<file path="src/rtl/led_pwm_array.sv">
// led_pwm_array: multi-channel LED PWM with static, breathe and blink modes.
// All channels share one PWM counter and one fade timebase, so their outputs stay phase-aligned.
module led_pwm_array #(
    parameter int NUM_CH = 4,
    parameter int PWM_BITS = 8,
    parameter int FADE_DIV = 16,
    localparam int CH_W = NUM_CH > 1 ? $clog2(NUM_CH) : 1,
    localparam int FD_W = FADE_DIV > 1 ? $clog2(FADE_DIV) : 1
) (
    input  logic                clk,
    input  logic                rst_n,
    input  logic                ena,
    input  logic                wr_en,
    input  logic [CH_W-1:0]     wr_ch,
    input  logic [1:0]          wr_mode,
    input  logic [PWM_BITS-1:0] wr_level,
    output logic [NUM_CH-1:0]   led_out,
    output logic                period_tick
);
    logic [PWM_BITS-1:0] cnt;
    logic [FD_W-1:0]     fdiv;
    logic                wrap;
    logic                fade_step;

    always_comb begin
        wrap      = ena && cnt == '1;
        fade_step = wrap && fdiv == FD_W'(FADE_DIV - 1);
    end

    always_ff @(posedge clk) begin
        if (!rst_n) begin
            cnt         <= '0;
            fdiv        <= '0;
            period_tick <= 1'b0;
        end else begin
            period_tick <= wrap;
            if (ena)
                cnt <= cnt + 1'b1;
            if (wrap)
                fdiv <= fdiv == FD_W'(FADE_DIV - 1) ? '0 : fdiv + 1'b1;
        end
    end

    for (genvar g = 0; g < NUM_CH; g++) begin : ch
        logic [1:0]          mode;
        logic [PWM_BITS-1:0] level;
        logic [PWM_BITS-1:0] phase;
        logic [PWM_BITS-1:0] active_duty;
        logic [PWM_BITS-1:0] target;
        logic                dir;
        logic                hit;
        logic                led;

        always_comb begin
            hit    = wr_en && wr_ch == CH_W'(g);
            target = mode == 2'b01 ? level :
                     mode == 2'b10 ? phase :
                     (mode == 2'b11 && phase[0]) ? level : '0;
        end

        always_ff @(posedge clk) begin
            if (!rst_n) begin
                mode        <= 2'b00;
                level       <= '0;
                phase       <= '0;
                dir         <= 1'b0;
                active_duty <= '0;
                led         <= 1'b0;
            end else begin
                led <= ena && cnt < active_duty;
                // duty only changes at the period boundary to avoid partial pulses
                if (wrap)
                    active_duty <= target;
                if (hit) begin
                    mode  <= wr_mode;
                    level <= wr_level;
                    phase <= '0;
                    dir   <= 1'b0;
                end else if (fade_step) begin
                    if (mode == 2'b10) begin
                        if (!dir) begin
                            if (phase < level)
                                phase <= phase + 1'b1;
                            else
                                dir <= 1'b1;
                        end else begin
                            if (phase != '0)
                                phase <= phase - 1'b1;
                            else
                                dir <= 1'b0;
                        end
                    end else if (mode == 2'b11) begin
                        phase[0] <= ~phase[0];
                    end
                end
            end
        end

        assign led_out[g] = led;
    end
endmodule

</file>
<file path="config.mk">
export PLATFORM = sky130hd
export DESIGN_NAME = led_pwm_array
export DESIGN_NICKNAME = d
export VERILOG_FILES = /design/src/rtl/led_pwm_array.sv
export SDC_FILE = /design/constraint.sdc
export NUM_CORES = 1
export LEC_CHECK = 0
export BUFFER_PORTS_ARGS = -buffer_cell sky130_fd_sc_hd__buf_2
export CORE_MARGIN = 3
export CORE_UTILIZATION = 60
export CTS_BUF_LIST = sky130_fd_sc_hd__clkbuf_8
export DETAILED_ROUTE_END_ITERATION = 10
export PLACE_DENSITY_LB_ADDON = 0.15
export SYNTH_ARGS = -nofsm -noshare
export SYNTH_HDL_FRONTEND = slang
export SYNTH_SLANG_ARGS = --single-unit
export TNS_END_PERCENT = 1
</file>
<file path="constraint.sdc">
create_clock -name clk -period 4.5 [get_ports clk]
set_input_delay 0.45 -clock clk [delete_from_list [all_inputs] [get_ports clk]]
set_output_delay 0.45 -clock clk [all_outputs]
set_load 0.05 [all_outputs]
</file>
==> results.sh <==
export IMPL_syn_area_um2=7660
export IMPL_synth_edf_count=0
export IMPL_setup_tns_ps=0
export IMPL_period_share_pct=66.4
export IMPL_min_to="ch[3].level[0]"
export IMPL_ys_ff_latch=125
export IMPL_fin_crit_ps=2990
export IMPL_ctsHtreeMaxLevel=4
export IMPL_cts_buffer_depth=2
export IMPL_ir_drop_mv=0.256
export IMPL_totalWireLength_um=18000
export IMPL_netSwitchingFraction_pct=25.6
export IMPL_n_fill_cell=1019
export IMPL_clkTransAtPathRegs_ps=80
export IMPL_powerDensity_nw_per_um2=278
export IMPL_startpoint_type="flop"
export IMPL_worstHoldPathCells=3
export IMPL_postCtsHoldBufs=0
export IMPL_io_buffers=20
export IMPL_wl_per_cell_um=16.3
export IMPL_r2r_slack_ps=1510
export IMPL_antenna_found_initial=0
export IMPL_drt_vias_per_instance=5.94
export IMPL_use_met2_pct=41.8
export IMPL_finalSetupViolCount=0
export IMPL_final_cell_mix="dfxtp_1 (125), nand2_1 (105), ha_1 (82)"
export IMPL_stdcell_count=1106
export IMPL_finalNetCount=1027
export IMPL_hpwlAfterDp_um=13300
export IMPL_dp_cells=1074
export IMPL_cp_end_kind="flop"
export IMPL_drv_slew=0
export IMPL_min_path_type="in -> reg"
export IMPL_total_power_uw=2290
export IMPL_ys_seq_area_share_pct=32.7
export IMPL_yosys_top_cells_area="dfxtp_1 (33%), ha_1 (13%), nand2_1 (5.1%), a21oi_1 (4.1%), inv_1 (3.6%)"
export IMPL_arrival_ps=3360
export IMPL_die_w_um=119
export IMPL_area_growth_pct=7.73
export IMPL_p_leak_uw=0.00324
export IMPL_timing_rr_end="ch[0].phase[1]"
export IMPL_num_rows=40
export IMPL_track_usage_pct=26.3
export IMPL_clkPwrFrac_pct=43.6
export IMPL_outcome="finished, final reports clean"
export IMPL_grtUsageMet3_pct=5.22
export IMPL_p_sw_uw=586
export IMPL_insertion_delay_ps=460
export IMPL_numCtsBuffers=17
export IMPL_max_freq_ghz=0.335
export IMPL_met1_usage_pct=36.6
export IMPL_start_util_pct=62.5
export IMPL_yosysWarnings=0
export IMPL_mostFrequentLayoutCell="dfxtp_1"
export IMPL_synthDistinctLibCells=54
export IMPL_rsz0062_at_grt="no"
export IMPL_top_usage_layer="met2"
export IMPL_diodes=0
export IMPL_hp_start="wr_level[0]"
export IMPL_grt_pass1_wl_um=30600
export IMPL_synth_top_cell_area_share_pct=32.7
export IMPL_grt_pass1_vias=6318
export IMPL_drive_gt1_share_pct=7.57
export IMPL_r2r_start="cnt[1]"
export IMPL_boundaryPins=21
export IMPL_slew_headroom_pct=41.3
export IMPL_cts_tree="done"
export IMPL_antenna_left=0
export IMPL_cap_violations=0
export IMPL_cts_resized=0
export IMPL_postSynth_topFlopCell="dfxtp_1"
export IMPL_timing_final_hold_violations=0
export IMPL_die_h_um=119
export IMPL_cts_sinks=125
export IMPL_crit_required_ps=4870
export IMPL_postSynth_asyncResetShare_pct=0
export IMPL_drcViolationCount=0
export IMPL_path_max_fanout=9
export IMPL_finClkSkew_ps=8.91
export IMPL_vias=6571
export IMPL_synthCells=919
export IMPL_grt_max_degree=60
export IMPL_pwr_share_seq_pct=49.6
export IMPL_utilization_pct=67.3
export IMPL_dieArea_um2=14200
export IMPL_core_area_um2=12300
export IMPL_root_buffer="clkbuf_8"
export IMPL_worst_pin_slew_ps=880
export IMPL_synth_area_per_cell_um2=8.34
export IMPL_p_int_uw=1700
export IMPL_synth_net_count=1021
export IMPL_synth_largest_area_cell="dfxtp_1"
export IMPL_gp_congestion=0.829
export IMPL_reg2regPathDepth=7
export IMPL_crit_type="reg -> reg"
export IMPL_pwr_share_comb_pct=6.9
export IMPL_drtPass1Iterations=7
export IMPL_gr_total_overflow=0
export IMPL_post_cts_buffers=0
export IMPL_drt_iter0_markers=502
cell usage after synthesis (3+ instances only):
library cell,instances
or2_2,5
a21oi_1,62
clkbuf_1,29
nor3b_1,27
dfxtp_1,125
nand3_1,20
nand4_1,7
a221o_1,3
and2_1,13
o21ai_0,32
a311o_1,3
mux2i_1,14
a21boi_0,26
xor2_1,3
fa_1,4
o2111ai_1,4
a221oi_1,26
nand2_1,105
nor4_1,12
buf_1,3
ha_1,82
nor2b_1,34
nor2_1,56
a21o_1,15
and3_1,8
inv_1,74
buf_4,5
xnor2_1,26
a31o_2,3
o311ai_0,5
o211ai_1,9
o211a_1,3
or3_1,11
a31oi_1,7
nand2b_1,18
nor3_1,6
a211oi_1,7
or4_1,5
power by group through the flow:
| stage | combinational [uW] | clock [uW] | sequential (uW) |
|---|---|---|---|
| floorplan | 113 | 0 | 1160 |
| global route | 174 | 1060 | 1140 |
| detailed placement | 155 | 0 | 1160 |
| global placement | 148 | 0 | 1160 |
| finish | 157 | 998 | 1140 |
| CTS | 156 | 1000 | 1130 |
how the worst max path moves through the flow:
| stage | depth (start not counted) | start | endpoint | slack, ps |
|---|---|---|---|---|
| 3_5_place_dp | 7 | cnt[1] | ch[0].phase[6] | 1510 |
| 3_3_place_gp | 7 | cnt[1] | ch[0].phase[2] | 1650 |
| 6_report | 7 | cnt[1] | ch[0].phase[1] | 1510 |
| 4_1_cts | 7 | cnt[1] | ch[0].phase[6] | 1480 |
| 2_1_floorplan | 8 | ch[2].level[5] | ch[2].phase[7] | 2200 |
| 5_1_grt | 7 | cnt[1] | ch[0].phase[1] | 1260 |
per-layer routing:
| layer | vias to the layer above | routed length (um) |
|---|---|---|
| met4 | 0 | 221 |
| li1 | 3266 | - |
| met5 | - | 0 |
| met3 | 23 | 1020 |
| met1 | 3112 | 8470 |
| met2 | 170 | 8310 |
per-stage QoR:
step,cell area [um^2],setup slack [ps],hold slack [ps]
2_1_floorplan,7660,2200,441
6_report,8250,1510,312
5_1_grt,8250,1260,300
3_5_place_dp,7850,1510,465
4_1_cts,8250,1480,306
3_3_place_gp,7850,1650,464
worst max-delay path, cell delays in order, from the launching register on:
cell and delay [ps]:
dfxtp_1 480, ha_1 270, nand4_2 190, nor4_4 710, nand2_1 200, a311oi_1 710, nor2_1 90, a211oi_1 240
registers in the layout, indices dropped and copies added, names as in the netlist:
| name | count |
|---|---|
| ch.active_duty | 32 |
| ch.level | 32 |
| cnt | 8 |
| ch.phase | 32 |
| period_tick | 1 |
| ch.led | 4 |
| ch.dir | 4 |
| fdiv | 4 |
| ch.mode | 8 |
cell families after synthesis:
| kind of cell | Yosys count | synth area share, % |
|---|---|---|
| muxes | 14 | 1.83 |
| DFF | 125 | 32.7 |
| xor gates and xnor gates | 29 | 3.32 |
| buffers and inverters | 111 | 5.68 |
| adders and majority gates | 86 | 14.4 |
| AOI/OAI and AO/OA | 218 | 19.4 |
| and+or+nand+nor | 336 | 22.7 |
layout make-up:
type | instances | area (um^2) | share of cell area (%)
Clock buffer | 19 | 262 | 3.17
Clock inverter | 13 | 140 | 1.70
Inverter | 74 | 278 | 3.37
Multi-Input combinational cell | 683 | 4730 | 57.3
Sequential cell | 125 | 2500 | 30.3
Tap cell | 168 | 210 | 2.55
Timing Repair Buffer | 24 | 130 | 1.58
(Power assumes the default switching activity.)
